<file path="src/rtl/mem_loader_pkg.sv">
// mem_loader_pkg: shared loader state encoding and word width.
package mem_loader_pkg;
    localparam int WORD_W = 32;
    typedef enum logic [1:0] {LOAD, FILL, RELEASE, RUN} state_t;
endpackage

</file>
<file path="src/rtl/mem_loader_if.sv">
// mem_loader_if: program-word stream in, IM/DM write port and core control out.
interface mem_loader_if;
    import mem_loader_pkg::*;
    logic              s_valid;
    logic              s_ready;
    logic [WORD_W-1:0] s_data;
    logic              s_last;
    logic              im_we;
    logic              dm_we;
    logic [WORD_W-1:0] mem_addr;
    logic [WORD_W-1:0] mem_wdata;
    logic              core_rst;
    logic              done;
    logic              overflow;
    modport slave (
        input  s_valid, s_data, s_last,
        output s_ready, im_we, dm_we, mem_addr, mem_wdata, core_rst, done, overflow
    );
    modport master (
        output s_valid, s_data, s_last,
        input  s_ready, im_we, dm_we, mem_addr, mem_wdata, core_rst, done, overflow
    );
endinterface

</file>
<file path="src/rtl/mem_loader.sv">
// mem_loader: streams a program image into IM/DM, zero-fills the rest, then releases the core.
module mem_loader
    import mem_loader_pkg::*;
#(
    parameter int memWords    = 100,
    parameter int RELEASE_CYC = 2
) (
    input  logic        clk,
    input  logic        rst,
    mem_loader_if.slave bus
);
    localparam int AW = $clog2(memWords + 1);
    localparam int CW = (RELEASE_CYC > 1) ? $clog2(RELEASE_CYC) : 1;
    localparam logic [AW-1:0] ADDR_END = AW'(memWords);
    localparam logic [AW-1:0] ADDR_TOP = AW'(memWords - 1);
    localparam logic [CW-1:0] CNT_END  = CW'(RELEASE_CYC - 1);

    state_t        r_state, w_next;
    logic [AW-1:0] r_addr, w_addr;
    logic [CW-1:0] r_cnt;
    logic          r_ovf;
    logic          w_ready, w_we, w_room, w_ovf_set;

    always_comb begin
        w_room    = r_addr < ADDR_END;
        w_next    = r_state;
        w_addr    = r_addr;
        w_ready   = 1'b0;
        w_we      = 1'b0;
        w_ovf_set = 1'b0;
        case (r_state)
            LOAD: begin
                w_ready = 1'b1;
                if (bus.s_valid) begin
                    w_we      = w_room;
                    w_ovf_set = !w_room;
                    w_addr    = w_room ? r_addr + 1'b1 : r_addr;
                    if (bus.s_last) w_next = (w_addr < ADDR_END) ? FILL : RELEASE;
                end
            end
            FILL: begin
                w_we   = 1'b1;
                w_addr = r_addr + 1'b1;
                if (r_addr == ADDR_TOP) w_next = RELEASE;
            end
            RELEASE: if (r_cnt == CNT_END) w_next = RUN;
            default: ;
        endcase
        // reset must silence the memory port in the very cycle it is asserted
        if (rst) begin
            w_ready = 1'b0;
            w_we    = 1'b0;
        end
    end

    always_ff @(posedge clk) begin
        if (rst) begin
            r_state <= LOAD;
            r_addr  <= '0;
            r_cnt   <= '0;
            r_ovf   <= 1'b0;
        end else begin
            r_state <= w_next;
            r_addr  <= w_addr;
            r_cnt   <= (r_state == RELEASE) ? r_cnt + 1'b1 : '0;
            r_ovf   <= r_ovf | w_ovf_set;
        end
    end

    assign bus.s_ready   = w_ready;
    assign bus.im_we     = w_we;
    assign bus.dm_we     = w_we;
    assign bus.mem_addr  = WORD_W'(r_addr);
    assign bus.mem_wdata = (r_state == LOAD) ? bus.s_data : '0;
    assign bus.core_rst  = rst || (r_state != RUN);
    assign bus.done      = !rst && (r_state == RUN);
    assign bus.overflow  = r_ovf;
endmodule
</file>
<file path="src/flat_wrapper.sv">
// flat-port wrapper written by rule: the top's interface ports become plain ports
module mem_loader_flat import mem_loader_pkg::*;
#(
    parameter int memWords    = 100,
    parameter int RELEASE_CYC = 2
)
  (clk, rst, bus_s_valid, bus_s_data, bus_s_last, bus_s_ready, bus_im_we, bus_dm_we, bus_mem_addr, bus_mem_wdata, bus_core_rst, bus_done, bus_overflow);
  mem_loader_if bus_i ();
  input  logic clk;
  input  logic rst;
  input wire logic [$bits(bus_i.s_valid)-1:0] bus_s_valid;
  input wire logic [$bits(bus_i.s_data)-1:0] bus_s_data;
  input wire logic [$bits(bus_i.s_last)-1:0] bus_s_last;
  output wire logic [$bits(bus_i.s_ready)-1:0] bus_s_ready;
  output wire logic [$bits(bus_i.im_we)-1:0] bus_im_we;
  output wire logic [$bits(bus_i.dm_we)-1:0] bus_dm_we;
  output wire logic [$bits(bus_i.mem_addr)-1:0] bus_mem_addr;
  output wire logic [$bits(bus_i.mem_wdata)-1:0] bus_mem_wdata;
  output wire logic [$bits(bus_i.core_rst)-1:0] bus_core_rst;
  output wire logic [$bits(bus_i.done)-1:0] bus_done;
  output wire logic [$bits(bus_i.overflow)-1:0] bus_overflow;
  assign bus_i.s_valid = bus_s_valid;
  assign bus_i.s_data = bus_s_data;
  assign bus_i.s_last = bus_s_last;
  assign bus_s_ready = bus_i.s_ready;
  assign bus_im_we = bus_i.im_we;
  assign bus_dm_we = bus_i.dm_we;
  assign bus_mem_addr = bus_i.mem_addr;
  assign bus_mem_wdata = bus_i.mem_wdata;
  assign bus_core_rst = bus_i.core_rst;
  assign bus_done = bus_i.done;
  assign bus_overflow = bus_i.overflow;
  mem_loader #(.memWords(memWords), .RELEASE_CYC(RELEASE_CYC)) u_core (.clk(clk), .rst(rst), .bus(bus_i));
endmodule
</file>
<file path="config.mk">
export PLATFORM = sky130hd
export DESIGN_NAME = mem_loader_flat
export DESIGN_NICKNAME = d
export VERILOG_FILES = /design/src/rtl/mem_loader_pkg.sv /design/src/rtl/mem_loader_if.sv /design/src/rtl/mem_loader.sv /design/src/flat_wrapper.sv
export SDC_FILE = /design/constraint.sdc
export NUM_CORES = 1
export LEC_CHECK = 0
export CORE_ASPECT_RATIO = 1.75
export CORE_MARGIN = 1
export CORE_UTILIZATION = 30
export CTS_CLUSTER_DIAMETER = 80
export DETAILED_ROUTE_END_ITERATION = 12
export GPL_TIMING_DRIVEN = 0
export PLACE_DENSITY = 0.87
export SLEW_MARGIN = 20
export SYNTH_ARGS = -nofsm -noshare
export SYNTH_HDL_FRONTEND = slang
export SYNTH_SLANG_ARGS = --single-unit
</file>
<file path="constraint.sdc">
create_clock -name clk -period 2.6 [get_ports clk]
set_input_delay 0.39 -clock clk [delete_from_list [all_inputs] [get_ports clk]]
set_output_delay 0.39 -clock clk [all_outputs]
set_load 0.005 [all_outputs]
</file>
# == After elaboration in Yosys (flattened, before gate mapping) ==
# Index checks and enable logic that the tools add are counted.
# op_classes
magnitude_cmp,2
n_reduce_logical,10
n_bitwise,2
muxes,17
n_addsub,2
n_eq_ne,9
# ops
operator,count
32-bit two-way mux,1
"7-bit less-than comparator, second input constant",2
7-bit two-way mux,2
7-bit one-hot mux with 2 select lines,1
2-bit two-way mux,5
"7-bit by 1-bit adder with 7-bit output, second input constant",1
"7-bit equality test, second input constant",1
1-bit two-way mux,6
"2-bit != test, second input constant",3
2-bit one-hot mux with 3 select lines,1
5-bit AND reduction,1
"2-bit equality test, second input constant",2
"2-bit by 1-bit != test with 1-bit output, second input constant",2
3-bit nonzero test,1
"2-bit by 1-bit equality test with 1-bit output, second input constant",1
1-bit zero test,2
2-bit zero test,1
1-bit one-hot mux with 2 select lines,1
2-bit AND reduction,1
2-bit nonzero test,1
2-bit OR reduction,1
"1-bit adder, second input constant",1
1-bit logical AND,1
1-bit logical OR,1
other kinds (2),2
# word_totals
regBits,11
output_inout_bits,70

# == Depth between registers and ports, before layout ==
# depth
ltp_word,7
mapped_depth,8

# == Worst setup path after synthesis ==
# Ideal clock, no wire load.
# synth_timing
kind,reg2reg
startpoint,register u_core.r_state[0]
endpoint,register u_core.r_state[0]
synth_period_minus_slack_ns,1.894
path_buffers,1
stages_incl_launch_ff,8
required_time_ns,2.486
setup_time_ns,0.114
arrival_time_ns,1.780
setup_slack_ns,0.706
cell_sequence,dfxtp_1 inv_1 ha_1 buf_6 a221oi_2 nand2_1 or4_4 a21o_1
# synth_via
elab_chain_len,3
elab_cells_between_ends,10
cone_classes,eq/ne: 6; mux: 1; reduce/logical: 3
# synth_rtl
element,line,rtl
from (decl),mem_loader.sv:18,"state_t r_state, w_next;"
from (signal assigned),mem_loader.sv:63,r_state <= w_next;
2-bit equality test (tied with other cells),mem_loader.sv:31,case (r_state)
2-bit by 1-bit != test with 1-bit output (no line) (tied with other cells),--,
5-bit AND reduction (no line),--,
# Several ways; a longest one is shown, not always the timed one.
# A chain may end at the register's enable or synchronous reset.

# == Final worst setup path ==
# layout_timing
startpoint,input rst
endpoint,output bus_im_we
# layout_via
elab_chain_len,1
# layout_rtl
element,line,rtl
from (decl),flat_wrapper.sv:10,input logic rst;
1-bit two-way mux,mem_loader.sv:50,if (rst) begin
to (decl),flat_wrapper.sv:15,output wire logic [$bits(bus_i.im_we)-1:0] bus_im_we;
# Every way passes these cells.

==> impl_metrics.py <==
metrics = {
    "sta": {
        "finalClockSkew_ps": 1.65,
        "min_period_over_period_pct": 96.6,
        "final-setup-viol-count": 0,
        "fmax_mhz": 398,
        "final_hold_viol_count": 0,
        "fin_crit_ps": 2510,
        "timing.hold.ws_ps": 415,
        "drv_slew": 0,
        "rsz0062_at_grt": "no",
        "fin_setup_tns_ps": 0,
    },
    "synth": {
        "synth_cells": 145,
        "avgSynthCellArea_um2": 7.61,
        "synth_top_family_by_area": "simple AND/OR/NAND/NOR gates",
        "synth-seq-area-share_pct": 20.0,
        "yosys-top-cells-area": "dfxtp_1 20%, and2_1 18%, buf_4 18%",
        "synthSimpleGateAreaFrac_pct": 33.8,
        "yosysUniqueCellTypes": 34,
        "synth_xor_area_share_pct": 2.38,
        "synth-seq-cells": 11,
        "synth_compound_area_share_pct": 11.8,
        "synth_fa_ha_area_share_pct": 6.80,
        "synth_top_area_share_pct": 20.0,
        "synth_top_area_cell": "dfxtp_1",
        "ys_warn_count": 0,
        "synth.area.mux_share_pct": 1.81,
        "syn_area_mm2": 0.00110,
    },
    "grt": {
        "antenna_found_initial": 0,
        "first_global_vias": 1203,
        "grt_overflow": 0,
        "grtUsageTotal_pct": 18.6,
        "grt_pass1_wl_mm": 5.15,
        "grt_max_degree": 11,
    },
    "worst_setup_path": {
        "cp-start-kind": "input pin",
        "cp_max_fo": 10,
        "path_common_cell": "clkdlybuf4s50_1",
        "reg2reg_depth": 7,
        "max_stage_delay_ps": 610,
        "worstPathRequired_ps": 2210,
        "critical_path.cell_chain": "clkdlybuf4s50_1, clkbuf_1, nor2_1, buf_4, clkdlybuf4s50_1",
        "r2r_end": "u_core.r_state[0]$_SDFFE_PP0P_",
        "critical_path_class": "in -> out",
        "r2r_slack_ps": 520,
        "worstSetupEndpointType": "output pin",
        "crit_slowest_cell": "clkdlybuf4s50_1",
        "timing.rr.start": "u_core.r_state[0]$_SDFFE_PP0P_",
        "critPathArrivalTime_ps": 2120,
    },
    "clock_network": {
        "clockBufferDepth": 2,
        "clock_latency_ps": 240,
        "cts_setup_buffers": 0,
        "cts.sinks": 11,
        "cts_buffers": 3,
        "postCtsHoldBufs": 0,
        "clk_pin_slew_worst_paths_ps": 50,
        "root_buffer": "clkbuf_8",
        "cts_resized": 0,
        "htree_num_levels": 1,
        "cts_tree": "done",
    },
    "placed_design": {
        "dp_hpwl_mm": 3.11,
        "numPortBuffers": 80,
        "place_congestion": 0.814,
    },
    "hold_path": {
        "min_path_cells": 1,
        "hold_end": "u_core.r_cnt$_SDFF_PP0_",
        "min_path_type": "reg -> reg",
        "hp-start": "u_core.r_cnt$_SDFF_PP0_",
    },
    "pwr": {
        "p_leak_nw": 0.919,
        "p_per_area_mw_per_mm2": 461,
        "total_power_uw": 966,
        "vdd_ir_drop_max_v": 0.000331,
    },
    "finish": {
        "area_delta_synth_final_pct": 89.9,
        "fin_nets": 296,
        "antennaDiodeCount": 0,
        "drive_gt1_share_pct": 13.8,
    },
    "floorplan": {
        "fp.dieW_um": 47.8,
        "fp.dieH_um": 82.2,
        "core_mm2": 0.00343,
        "initial_core_util_pct": 32.1,
        "die-area_mm2": 0.00393,
        "rows": 28,
        "io_pins": 106,
    },
    "detailed_routing": {
        "drt-initial-drc-count": 28,
        "vias": 1324,
        "drc": 0,
        "wl_per_cell_um": 12.4,
        "routed_wl_mm": 3.71,
        "routed_via_density": 4.44,
        "ant_nets": 0,
        "drt-pass1-iter-count": 4,
    },
    "run_status": {
        "status": "finished clean",
    },
    "run": {
        "drv_cap": 0,
    },
}
[cells in the final DEF, fill, tap and decap left out, types with 2 or more instances in the layout]
cell             netlist  layout
nor3_1                 4       4
nand2_1                9       9
nand4_1                2       2
buf_4                 26      26
nand3_1                2       2
xnor2_1                2       2
clkbuf_8               0       3
clkbuf_1               5       6
clkdlybuf4s50_1        0      80
a21oi_1                4       4
dfxtp_1               11      11
nor2_1                11      11
a31oi_1                2       2
conb_1                 1      25
inv_1                  5       5
mux2i_1                2       2
buf_6                  2       2
and2_1                32      32
a311oi_1               3       3
ha_1                   6       6
[kinds of logic after synthesis]
kind of cell / after synthesis
other: 1
adders and majority gates: 6
buffers and inverters: 38
AOI/OAI and AO/OA: 17
and+or+nand+nor: 67
muxes: 2
DFF: 11
xor gates and xnor gates: 3
[synth_stat cells]
library cell and instances:
nand3_1 2, nor2_1 11, conb_1 1, dfxtp_1 11, a21o_1 1, xor2_1 1, nor3_1 4, o311a_2 1
and4_1 1, or4_4 1, nand2b_1 1, nor3b_1 1, a21oi_2 1, nand4_1 2, mux2i_1 2, inv_1 5
xnor2_1 2, nand4b_1 1, clkbuf_1 5, a21oi_1 4, buf_6 2, o21a_1 1, and2_1 32, ha_1 6
or3_1 1, o21ai_1 1, a221oi_1 1, o21bai_1 1, a31oi_1 2, buf_4 26, nand2_1 9, nor2b_1 1
a221oi_2 1, a311oi_1 3
[layout make-up]
class	count	area, um2
fill	305	1340
timing repair buffer	80	801
multi-input combinational	120	718
buffer	33	236
sequential	11	220
tap	45	56.3
clock buffer	4	45.0
inverter	5	18.8
[worst max-delay path: cells and delay by family]
kind	cells	cell delay [ps]
buffers and inverters	4	1610
and+or+nand+nor	1	120
[sequential cells by signal, indices dropped and copies added, names as in the netlist]
| name | flops |
|---|---|
| u_core.r_cnt | 1 |
| u_core.r_state | 2 |
| u_core.r_addr | 7 |
| u_core.bus.overflow | 1 |
[routing by layer]
layer  GRT usage (%)  vias to the layer above  share of wire [%]  wire [um]
li1                -                      644                  -          -
met1            16.5                      563                 34       1250
met3            3.26                        9                 13        474
met4            9.44                        0                2.2         83
met5               0                        -                  0          0
met2            36.2                      108                 51       1910
[power by group]
group	leakage (nW)	switching [mW]	internal (mW)
sequential	0.0893	0.0227	0.184
combinational	0.807	0.215	0.366
clock	0.0228	0.0700	0.108
total	0.919	0.308	0.658
[stage by stage]
| stage | setup WS, ps | std cells | area (um2) | utilization, % |
|---|---|---|---|---|
| 6_report | 88.9 | 298 | 2100 | 61.0 |
| 5_1_grt | 23.3 | 298 | 2100 | 61.0 |
| 4_1_cts | 89.8 | 298 | 2100 | 61.0 |
| 3_5_place_dp | 91.6 | 294 | 2050 | 59.7 |
| 3_3_place_gp | 106 | 294 | 2050 | 59.7 |
| 2_1_floorplan | 706 | 169 | 1190 | - |
[how the worst max path moves through the flow]
stage | endpoint | slack [ps] | depth (start not counted) | startpoint
finish | bus_im_we | 90 | 5 | rst
global route | bus_im_we | 20 | 5 | rst
CTS | bus_im_we | 90 | 5 | rst
detailed placement | bus_im_we | 90 | 5 | rst
global placement | bus_im_we | 110 | 5 | rst
floorplan | u_core.r_state[0]$_SDFFE_PP0P_ | 710 | 7 | u_core.r_state[0]$_SDFFE_PP0P_
Note: power is estimated with default switching activity, not from simulation.
